**src/rtl/fp16_addsub_seq_if.sv**
```systemverilog
// Handshake bundle for fp16_addsub_seq.
//   master : operand issue side / result consumer (drives operands and out_ready)
//   slave  : the add/sub sequencer (drives in_ready, out_valid, result, busy)
// Signals:
//   in_valid/in_ready   operand pair handshake
//   op_a/op_b/add_sub   binary16 operands, 0 = A+B, 1 = A-B
//   out_valid/out_ready result handshake
//   result              binary16 result
//   busy                high whenever the sequencer is not idle
interface fp16_addsub_seq_if #(
   parameter int W = 16
);
   logic         in_valid;
   logic         in_ready;
   logic [W-1:0] op_a;
   logic [W-1:0] op_b;
   logic         add_sub;
   logic         out_valid;
   logic         out_ready;
   logic [W-1:0] result;
   logic         busy;

   modport master (
      output in_valid, op_a, op_b, add_sub, out_ready,
      input  in_ready, out_valid, result, busy
   );

   modport slave (
      input  in_valid, op_a, op_b, add_sub, out_ready,
      output in_ready, out_valid, result, busy
   );
endinterface

```
**src/rtl/fp16_addsub_seq.sv**
```systemverilog
// Multi-cycle binary16 add/subtract sequencer.
// Ports:
//   clk    rising-edge clock
//   rst_n  synchronous active-low reset
//   bus    fp16_addsub_seq_if.slave: operand handshake in, result handshake out
// Subnormal inputs are flushed to zero, alignment and normalisation truncate
// (round toward zero). The signed-magnitude add lives in op_sign_logic.

// Sign/magnitude add or subtract of two hidden-bit mantissas.
//   mant_a/mant_b  aligned mantissas with hidden bit
//   sign_a/sign_b  operand signs, add_sub 0 = A+B, 1 = A-B
//   mantissa_r     magnitude of the result, one carry bit wider
//   sign_r         sign of the result
module op_sign_logic #(
   parameter int MAN_W = 10
) (
   input  logic [MAN_W:0]   mant_a,
   input  logic [MAN_W:0]   mant_b,
   input  logic             sign_a,
   input  logic             sign_b,
   input  logic             add_sub,
   output logic [MAN_W+1:0] mantissa_r,
   output logic             sign_r
);
   logic eff_sub;

   always_comb begin
      eff_sub    = add_sub ^ sign_a ^ sign_b;
      mantissa_r = '0;
      sign_r     = sign_a;
      if (!eff_sub) begin
         mantissa_r = {1'b0, mant_a} + {1'b0, mant_b};
      end else if (mant_a >= mant_b) begin
         mantissa_r = {1'b0, mant_a} - {1'b0, mant_b};
      end else begin
         // B dominates: its effective sign is inverted by a subtract
         mantissa_r = {1'b0, mant_b} - {1'b0, mant_a};
         sign_r     = sign_b ^ add_sub;
      end
   end
endmodule

// state  | meaning
// IDLE   | waiting for an operand pair, in_ready high
// UNPACK | split and classify operands, specials bypass to PACK
// ALIGN  | shift the smaller-exponent mantissa right
// ADD    | capture op_sign_logic magnitude and sign
// NORM   | one normalisation step per cycle
// PACK   | assemble the binary16 result
// DONE   | hold result with out_valid until out_ready
module fp16_addsub_seq #(
   parameter int EXP_W = 5,
   parameter int MAN_W = 10
) (
   input  logic               clk,
   input  logic               rst_n,
   fp16_addsub_seq_if.slave   bus
);
   localparam int FP_W = 1 + EXP_W + MAN_W;
   localparam logic [EXP_W-1:0] EXP_MAX   = {EXP_W{1'b1}};
   localparam logic [EXP_W:0]   EXP_INF   = {1'b0, EXP_MAX};
   localparam logic [EXP_W:0]   EXP_ONE   = (EXP_W+1)'(1);
   localparam logic [EXP_W-1:0] SHIFT_LIM = EXP_W'(MAN_W + 1);
   localparam logic [FP_W-1:0]  QNAN      = {1'b0, EXP_MAX, 1'b1, {(MAN_W-1){1'b0}}};

   typedef enum logic [2:0] {
      S_IDLE,
      S_UNPACK,
      S_ALIGN,
      S_ADD,
      S_NORM,
      S_PACK,
      S_DONE
   } state_t;

   state_t state, state_nxt;

   logic [FP_W-1:0]  op_a_r, op_b_r;
   logic             add_sub_r;
   logic             sign_a, sign_b;
   logic [EXP_W-1:0] exp_a, exp_b;
   logic [MAN_W:0]   man_a, man_b;
   logic             spec_hit;
   logic [FP_W-1:0]  spec_val;
   logic             sign_w;
   logic [EXP_W:0]   exp_w;
   logic [MAN_W+1:0] mant_w;
   logic [FP_W-1:0]  result_r;

   // classification of the captured operands
   logic             ua_sign, ub_sign;
   logic [EXP_W-1:0] ua_exp, ub_exp;
   logic [MAN_W-1:0] ua_frac, ub_frac;
   logic             zero_a, zero_b, inf_a, inf_b, nan_a, nan_b;
   logic             special;
   logic [FP_W-1:0]  special_res;

   always_comb begin
      ua_sign = op_a_r[FP_W-1];
      ub_sign = op_b_r[FP_W-1];
      ua_exp  = op_a_r[FP_W-2 -: EXP_W];
      ub_exp  = op_b_r[FP_W-2 -: EXP_W];
      ua_frac = op_a_r[MAN_W-1:0];
      ub_frac = op_b_r[MAN_W-1:0];
      zero_a  = (ua_exp == '0);
      zero_b  = (ub_exp == '0);
      inf_a   = (ua_exp == EXP_MAX) && (ua_frac == '0);
      inf_b   = (ub_exp == EXP_MAX) && (ub_frac == '0);
      nan_a   = (ua_exp == EXP_MAX) && (ua_frac != '0);
      nan_b   = (ub_exp == EXP_MAX) && (ub_frac != '0);
      special = nan_a | nan_b | inf_a | inf_b | (zero_a & zero_b);

      special_res = '0;
      if (nan_a || nan_b) begin
         special_res = QNAN;
      end else if (inf_a && inf_b) begin
         if (add_sub_r ^ ua_sign ^ ub_sign) special_res = QNAN;
         else special_res = {ua_sign, EXP_MAX, {MAN_W{1'b0}}};
      end else if (inf_a) begin
         special_res = {ua_sign, EXP_MAX, {MAN_W{1'b0}}};
      end else if (inf_b) begin
         special_res = {ub_sign ^ add_sub_r, EXP_MAX, {MAN_W{1'b0}}};
      end else begin
         // both zero: negative only when both effective signs are negative
         special_res = {ua_sign & (ub_sign ^ add_sub_r), {(FP_W-1){1'b0}}};
      end
   end

   // alignment of the smaller-exponent mantissa
   logic             a_ge_b;
   logic [EXP_W-1:0] exp_diff;
   logic [MAN_W:0]   man_small_sh;

   always_comb begin
      a_ge_b   = (exp_a >= exp_b);
      exp_diff = a_ge_b ? (exp_a - exp_b) : (exp_b - exp_a);
      if (exp_diff >= SHIFT_LIM) man_small_sh = '0;
      else man_small_sh = (a_ge_b ? man_b : man_a) >> exp_diff;
   end

   logic [MAN_W+1:0] sum_mant;
   logic             sum_sign;

   op_sign_logic #(.MAN_W(MAN_W)) u_op_sign (
      .mant_a     (man_a),
      .mant_b     (man_b),
      .sign_a     (sign_a),
      .sign_b     (sign_b),
      .add_sub    (add_sub_r),
      .mantissa_r (sum_mant),
      .sign_r     (sum_sign)
   );

   // normalisation step decode
   logic norm_zero, norm_carry, norm_ovf, norm_low, norm_left;

   always_comb begin
      norm_zero  = (mant_w == '0);
      norm_carry = mant_w[MAN_W+1];
      norm_ovf   = (exp_w + EXP_ONE) == EXP_INF;
      norm_low   = !mant_w[MAN_W];
      norm_left  = (exp_w > EXP_ONE);
   end

   always_ff @(posedge clk) begin
      if (!rst_n) state <= S_IDLE;
      else        state <= state_nxt;
   end

   always_comb begin
      state_nxt = state;
      case (state)
         S_IDLE:   if (bus.in_valid) state_nxt = S_UNPACK;
         S_UNPACK: state_nxt = special ? S_PACK : S_ALIGN;
         S_ALIGN:  state_nxt = S_ADD;
         S_ADD:    state_nxt = S_NORM;
         S_NORM: begin
            if (norm_zero)       state_nxt = S_PACK;
            else if (norm_carry) state_nxt = norm_ovf ? S_PACK : S_NORM;
            else if (norm_low)   state_nxt = norm_left ? S_NORM : S_PACK;
            else                 state_nxt = S_PACK;
         end
         S_PACK:   state_nxt = S_DONE;
         S_DONE:   if (bus.out_ready) state_nxt = S_IDLE;
         default:  state_nxt = S_IDLE;
      endcase
   end

   always_ff @(posedge clk) begin
      if (!rst_n) begin
         op_a_r    <= '0;
         op_b_r    <= '0;
         add_sub_r <= 1'b0;
         sign_a    <= 1'b0;
         sign_b    <= 1'b0;
         exp_a     <= '0;
         exp_b     <= '0;
         man_a     <= '0;
         man_b     <= '0;
         spec_hit  <= 1'b0;
         spec_val  <= '0;
         sign_w    <= 1'b0;
         exp_w     <= '0;
         mant_w    <= '0;
         result_r  <= '0;
      end else begin
         case (state)
            S_IDLE: begin
               if (bus.in_valid) begin
                  op_a_r    <= bus.op_a;
                  op_b_r    <= bus.op_b;
                  add_sub_r <= bus.add_sub;
               end
            end
            S_UNPACK: begin
               spec_hit <= special;
               spec_val <= special_res;
               sign_a   <= ua_sign;
               sign_b   <= ub_sign;
               exp_a    <= ua_exp;
               exp_b    <= ub_exp;
               man_a    <= zero_a ? '0 : {1'b1, ua_frac};
               man_b    <= zero_b ? '0 : {1'b1, ub_frac};
            end
            S_ALIGN: begin
               if (a_ge_b) begin
                  man_b <= man_small_sh;
                  exp_w <= {1'b0, exp_a};
               end else begin
                  man_a <= man_small_sh;
                  exp_w <= {1'b0, exp_b};
               end
            end
            S_ADD: begin
               mant_w <= sum_mant;
               sign_w <= sum_sign;
            end
            S_NORM: begin
               if (norm_zero) begin
                  // exact cancellation is always +0
                  sign_w <= 1'b0;
                  exp_w  <= '0;
               end else if (norm_carry) begin
                  exp_w <= exp_w + EXP_ONE;
                  // overflow leaves exp at all-ones with a zero fraction: signed inf
                  mant_w <= norm_ovf ? '0 : (mant_w >> 1);
               end else if (norm_low) begin
                  if (norm_left) begin
                     mant_w <= mant_w << 1;
                     exp_w  <= exp_w - EXP_ONE;
                  end else begin
                     mant_w <= '0;
                     exp_w  <= '0;
                  end
               end
            end
            S_PACK: begin
               result_r <= spec_hit ? spec_val
                                    : {sign_w, exp_w[EXP_W-1:0], mant_w[MAN_W-1:0]};
            end
            default: ;
         endcase
      end
   end

   assign bus.in_ready  = (state == S_IDLE);
   assign bus.out_valid = (state == S_DONE);
   assign bus.busy      = (state != S_IDLE);
   assign bus.result    = result_r;
endmodule

```
**src/flat_wrapper.sv**
```systemverilog
// flat-port wrapper written by rule: the top's interface ports become plain ports
module fp16_addsub_seq_flat 
#(
   parameter int EXP_W = 5,
   parameter int MAN_W = 10
)
  (clk, rst_n, bus_in_valid, bus_op_a, bus_op_b, bus_add_sub, bus_out_ready, bus_in_ready, bus_out_valid, bus_result, bus_busy);
  fp16_addsub_seq_if #(.W(16)) bus_i ();
  input  logic clk;
  input  logic rst_n;
  input wire logic [$bits(bus_i.in_valid)-1:0] bus_in_valid;
  input wire logic [$bits(bus_i.op_a)-1:0] bus_op_a;
  input wire logic [$bits(bus_i.op_b)-1:0] bus_op_b;
  input wire logic [$bits(bus_i.add_sub)-1:0] bus_add_sub;
  input wire logic [$bits(bus_i.out_ready)-1:0] bus_out_ready;
  output wire logic [$bits(bus_i.in_ready)-1:0] bus_in_ready;
  output wire logic [$bits(bus_i.out_valid)-1:0] bus_out_valid;
  output wire logic [$bits(bus_i.result)-1:0] bus_result;
  output wire logic [$bits(bus_i.busy)-1:0] bus_busy;
  assign bus_i.in_valid = bus_in_valid;
  assign bus_i.op_a = bus_op_a;
  assign bus_i.op_b = bus_op_b;
  assign bus_i.add_sub = bus_add_sub;
  assign bus_i.out_ready = bus_out_ready;
  assign bus_in_ready = bus_i.in_ready;
  assign bus_out_valid = bus_i.out_valid;
  assign bus_result = bus_i.result;
  assign bus_busy = bus_i.busy;
  fp16_addsub_seq #(.EXP_W(EXP_W), .MAN_W(MAN_W)) u_core (.clk(clk), .rst_n(rst_n), .bus(bus_i));
endmodule
```
**config.mk**
```make
export PLATFORM = sky130hd
export DESIGN_NAME = fp16_addsub_seq_flat
export DESIGN_NICKNAME = d
export VERILOG_FILES = /design/src/rtl/fp16_addsub_seq_if.sv /design/src/rtl/fp16_addsub_seq.sv /design/src/flat_wrapper.sv
export SDC_FILE = /design/constraint.sdc
export NUM_CORES = 1
export LEC_CHECK = 0
export ABC_AREA = 1
export BUFFER_PORTS_ARGS = -buffer_cell sky130_fd_sc_hd__clkbuf_2
export CORE_MARGIN = 2
export CORE_UTILIZATION = 55
export DETAILED_ROUTE_END_ITERATION = 6
export HOLD_SLACK_MARGIN = 0.03
export PLACE_DENSITY = 0.85
export SYNTH_ARGS = -nofsm -noshare
export SYNTH_HDL_FRONTEND = slang
export SYNTH_SLANG_ARGS = --single-unit
```
**constraint.sdc**
```tcl
create_clock -name clk -period 2.7 [get_ports clk]
set_clock_uncertainty 0.2 [all_clocks]
set_input_delay 0.54 -clock clk [delete_from_list [all_inputs] [get_ports clk]]
set_output_delay 0.54 -clock clk [all_outputs]
set_load 0.1 [all_outputs]
```
=== After elaboration in Yosys (flattened, before gate mapping) ===
Cells that the tools add are included.

* Flip-flop bits (word level): 122
* Output and inout bits: 19

* Add/sub/neg operators: 7
* Magnitude comparators: 4
* Equality and inequality tests: 17
* Shifts and indexed selects: 1
* Multiplexer cells: 42
* Bitwise gates (word level): 12
* Reduce and logical (&&, ||, !) cells: 26

{| class="wikitable"
|+ Operators with widths
! cell !! number
|-
| 16-bit two-way mux || 6
|-
| 11-bit two-way mux || 8
|-
| 12-bit two-way mux || 5
|-
| 11-bit case mux with 2 select lines || 2
|-
| 6-bit two-way mux || 4
|-
| 12-bit case mux with 2 select lines || 1
|-
| 11-bit by 11-bit subtractor with 12-bit output || 2
|-
| 3-bit case mux with 7 select lines || 1
|-
| 10-bit logical NOT || 2
|-
| 10-bit nonzero test || 2
|-
| 3-bit two-way mux || 6
|-
| 2-bit AND reduction || 7
|-
| 11-bit by 11-bit adder with 12-bit output || 1
|-
| 12-bit logical NOT || 1
|-
| 6-bit case mux with 2 select lines || 1
|-
| 11-bit greater-or-equal comparator || 1
|-
| 11-bit by 5-bit right shift with 11-bit output || 1
|-
| 5-bit == test, second input constant || 2
|-
| 5-bit logical NOT || 2
|-
| 5-bit two-way mux || 2
|-
| 5-bit subtractor || 2
|-
| 3-bit == test, second input constant || 3
|-
| 2-bit inequality test, second input constant || 4
|-
| 6-bit by 1-bit adder with 6-bit output, second input constant || 1
|-
| 21 further kinds || 42
|}

=== Logic depth before layout (Yosys ltp) ===
* Word-level depth: 8
* Depth in mapped cells: 18
* Gate-level depth less buffers: 18

=== By module ===
A second synthesis with hierarchy kept.

* Cells, all modules: 1254
* Area total of the unflattened synthesis: 8018.9 sq um

{| class="wikitable"
|+ Modules (own cells, without submodules)
! module !! times used !! cells an instance !! area each (sq um) !! seq. area each (sq um)
|-
| fp16_addsub_seq || 1 || 851 || 5850.6 || 2182.1
|-
| op_sign_logic || 1 || 403 || 2168.3 || 0.0
|}

=== Least setup slack after synthesis ===
No wires, ideal clock.

* Path type: reg2out
* Start point: register u_core.state[2]
* End point: output bus_in_ready
* Data arrival time: 2341 ps
* Data required time: 1960 ps
* Path slack: -381 ps
* Cell stages (with the launch flop): 5
* Path through: dfxtp_1 nor2_1 nand2_1 inv_1 clkbuf_1

* Word-level cells in the longest chain between the ends: 1

{| class="wikitable"
|+ Ends and longest elaborated chain
! what !! line !! text
|-
| start, declared || fp16_addsub_seq.sv:76 || <nowiki>state_t state, state_nxt;</nowiki>
|-
| start signal, assigned || fp16_addsub_seq.sv:167 || <nowiki>else state <= state_nxt;</nowiki>
|-
| 3-bit logical NOT || fp16_addsub_seq.sv:266 || <nowiki>assign bus.in_ready = (state == S_IDLE);</nowiki>
|-
| end, declared || flat_wrapper.sv:16 || <nowiki>output wire logic [$bits(bus_i.in_ready)-1:0] bus_in_ready;</nowiki>
|}

No other way between the ends.

=== Final worst setup path ===
* Start point: register u_core.man_b[2]
* End point: register u_core.mant_w[11]

* Word-level cells in the longest chain between the ends: 4
* Elaborated cells on any way between the ends: 7
* Classes of those cells: add/sub (3); order compare (1); mux (3)

{| class="wikitable"
|+ Ends and longest elaborated chain
! what !! line !! text
|-
| start, declared || fp16_addsub_seq.sv:82 || <nowiki>logic [MAN_W:0] man_a, man_b;</nowiki>
|-
| start signal, assigned || fp16_addsub_seq.sv:223 || <nowiki>man_b <= zero_b ? '0 : {1'b1, ub_frac};</nowiki>
|-
| start signal, assigned || fp16_addsub_seq.sv:227 || <nowiki>man_b <= man_small_sh;</nowiki>
|-
| 11-bit by 11-bit subtractor with 12-bit output (tied with other cells) || fp16_addsub_seq.sv:37 || <nowiki>mantissa_r = {1'b0, mant_b} - {1'b0, mant_a};</nowiki>
|-
| 12-bit two-way mux || fp16_addsub_seq.sv:33 || <nowiki>end else if (mant_a >= mant_b) begin</nowiki>
|-
| 12-bit two-way mux * || fp16_addsub_seq.sv:31 || <nowiki>if (!eff_sub) begin</nowiki>
|-
| 12-bit case mux with 2 select lines * || fp16_addsub_seq.sv:207 || <nowiki>case (state)</nowiki>
|-
| end signal, assigned || fp16_addsub_seq.sv:235 || <nowiki>mant_w <= sum_mant;</nowiki>
|-
| end signal, assigned || fp16_addsub_seq.sv:246 || <nowiki>mant_w <= norm_ovf ? '0 : (mant_w >> 1);</nowiki>
|-
| end signal, assigned || fp16_addsub_seq.sv:249 || <nowiki>mant_w <= mant_w << 1;</nowiki>
|-
| end, declared || fp16_addsub_seq.sv:87 || <nowiki>logic [MAN_W+1:0] mant_w;</nowiki>
|}

Every way passes the cells marked *; elsewhere a longest branch is shown, timed or not.
A chain may end at the register's enable or synchronous reset.

==> metrics.md <==
| Metric | Value |
|---|---|
| Status | complete, no violations |
| Tightest Hold Check Type | input port to register |
| H-Tree Depth | 3 |
| Worst Max-Slew Pin Slew | 0.643 ns |
| Crit path capture type | register |
| Top_reg_cell synth | dfxtp_1 |
| Mapped Cells | 1230 |
| Met1 Use GR | 0.407 |
| Number of flops mapped to enable cells by yosys | 0 |
| CP startpoint kind | register |
| Most used cell, CP | nand2_1 |
| TritonCTS clock tree | built |
| Crit. Startpoint | u_core.man_b[2] |
| R2R cell count | 12 |
| CTS Buf Count | 9 |
| Setup TNS | 0 ns |
| Period utilisation layout | 0.971 |
| Root Buffer | clkbuf_16 |
| Die Y | 123 um |
| Row Count | 43 |
| Seq. cell area | 2180 um2 |
| Detail Route Antenna Nets | 0 |
| Critical Path Max Stage Delay | 0.49 ns |
| Max-cap viol count | 0 |
| # DRC | 0 |
| GR Layer Usage met3 | 0.0517 |
| Slew HR | 0.567 |
| Starting density of the core | 0.563 |
| Final setup vio count | 0 |
| CP arrival | 2.72 ns |
| Drt wl/cell | 15.4 um |
| Clk_lat worst skew | 0.36 ns |
| Syn_nets | 1318 |
| Grt ovf | 0 |
| Post-synth top area cell | dfxtp_1 |
| Share of layout cells above drive strength 1 | 0.130 |
| Final-report hold violation count | 0 |
| Drt initial violations | 1000 |
| Cell with the most instances after synthesis | nand2_1 |
| 1st-pass router iterations | 5 |
| RSZ-0062 raised after global routing | true |
| Synth top area share | 0.278 |
| Clock transition at the registers of the reported paths | 0.09 ns |
| Kind of critical path | register to register |
| Min-Delay Endpoint | u_core.op_a_r[12] |
| Synth async-reset ratio | 0 |
| Worst hold slack | 0.225 ns |
| Drt via density | 5.71 |
| Die Footprint | 15200 um2 |
| Worst Hold Launch | bus_op_a[12] |
| Total track usage | 0.304 |
| Port bufs | 55 |
| Post-synthesis sequential area ratio | 0.278 |
| Worst path required time | 2.79 ns |
| Post-Syn Area | 7850 um2 |
| Area occupied by multi-input gates | 4910 um2 |
| Routability congestion estimate | 1.04 |
| Worst Path Max Fanout | 11 |
| Unique cell type count in the Yosys netlist | 44 |
| Yosys warns | 0 |
| Die Width | 123 um |
| Tmin final | 2.62 ns |
| Vias in the first global route | 7691 |
| IO Count | 56 |
| R2R setup slack | 0.08 ns |
| Ranking of synthesized cells by area | dfxtp_1, nand2_1, a21oi_1 |
| GRT busiest layer | met2 |
| Critical path, cell by cell | inv_1 -> ha_1 -> nand2_1 -> nor3_1 -> nand3_1 -> and3_1 -> buf_12 -> nand2_1 -> nand2_1 -> nand2_1 -> nand3_1 -> a21oi_1 |
| Slowest CP cell | ha_1 |
| Max-slew violation total from the final report | 0 |
| Hold Buf Count CTS | 0 |
| Hpwl dp | 17400 um |
| Worst path bufs/invs | 2 |
| Largest net degree at the start of global routing | 77 |
| Area delta synth->final | 13.6% |
| Hold depth | 3 |
| Yosys reg bits | 109 |
| Core area | 13900 um2 |
| Global-route wire length before repair | 36700 um |
| CP delay by family, top | simple AND/OR/NAND/NOR gates |
| Antenna violations before repair | 0 |
| Final Net Count | 1380 |
| Reg-to-reg endpoint | u_core.mant_w[11] |
| Global-route met2 utilization | 0.485 |
| Routed via count | 8439 |
| Fmax | 381 MHz |
| Number of fill cells | 1290 |
| CTS sink count | 109 |
| Synth Area per Inst | 6.38 um2 |
| CTS Buffer Depth | 2 |
| Diode count | 0 |
| DRT Wirelength | 22700 um |
| Commonest cells post-synth | nand2_1, a21oi_1, inv_1 |
| Worst r2r src | u_core.man_b[2] |
## through the flow
step,instance area [um2],util,setup WS [ns],std cells
floorplan,7850,-,0.0968,1230
global placement,8490,0.610,0.108,1458
detailed placement,8490,0.610,0.0277,1458
CTS,8800,0.632,0.0148,1474
global route,8910,0.639,-0.0375,1477
finish,8910,0.639,0.0786,1477
## tightest hold or removal path, stage by stage
cell,delay (ns)
clkbuf_2,0.08
nand3_1,0.07
a21oi_1,0.06
## kinds of logic after synthesis
group,after synthesis,synth area share
compound gates,284,0.191
xor+xnor,34,0.0380
fa+ha+maj,51,0.0861
buf+inv,210,0.107
flops,109,0.278
simple gates,542,0.301
## worst max path at each step
stage                     slack [ns]  cells past startpoint                 to
after floorplan                  0.1                      4       bus_in_ready
after global placement          0.11                     15    u_core.man_a[4]
after detailed placement        0.03                     13   u_core.mant_w[2]
after CTS                       0.01                     16    u_core.man_a[2]
after global routing           -0.04                     14    u_core.man_a[4]
final                           0.08                     12  u_core.mant_w[11]
## cell usage in the layout, fill, tap and decap left out, types with 3 or more instances in the layout
cell type  Yosys  routed
xnor2_1        6       6
buf_4          4      46
nand2_4        2       3
nand2_1      292     290
a31oi_1        4       4
or2_2          3       3
inv_1        144     143
xor2_1        28      28
ha_2           0       4
a21o_1         4       4
nor2_4         3       4
nor3_1        12      11
fa_1           5       3
o21ai_0      104     100
inv_2          6       6
o211ai_1       6       6
clkbuf_16      0       9
nor2_2         5       8
nand3_1      122     122
nand4_1       20      20
clkinv_1       7       7
nor4_1         5       5
nand2_2        7       7
buf_12         0       3
o21bai_1       4       4
ha_1          46      41
dfxtp_1      109     107
nor2_1        65      61
clkbuf_2       1      54
o21ai_1        2       4
a21oi_1      150     149
## sequential cells by signal, summed over array words and instances, names as in the netlist, 3 cells and up
signal	cells
u_core.bus.result	16
u_core.exp_a	5
u_core.exp_b	5
u_core.exp_w	6
u_core.man_a	11
u_core.man_b	11
u_core.mant_w	12
u_core.op_a_r	16
u_core.op_b_r	16
u_core.spec_val	3
u_core.state	3
## area by class of cell
type                    instances  area share
inverters                     157      0.0664
multi-input cells             911       0.551
well taps                     180      0.0253
clock inverters                 7     0.00955
flip-flops and latches        109       0.245
clock buffers                   9      0.0253
repair buffers                104      0.0771
## routing by layer
metal / wire, um / vias to the layer above
li1: - / 4152
met1: 10100 / 3861
met2: 10300 / 371
met3: 1640 / 55
met4: 693 / 0
met5: 0 / -
## timing repair
action                                  CTS  global route
gates resized for setup                   0            29
buffers inserted                          0             3
endpoints found under the setup margin    0            34
Power is not shown: default switching activity piles up to over one toggle a cycle in this logic, so the estimate is an artifact.
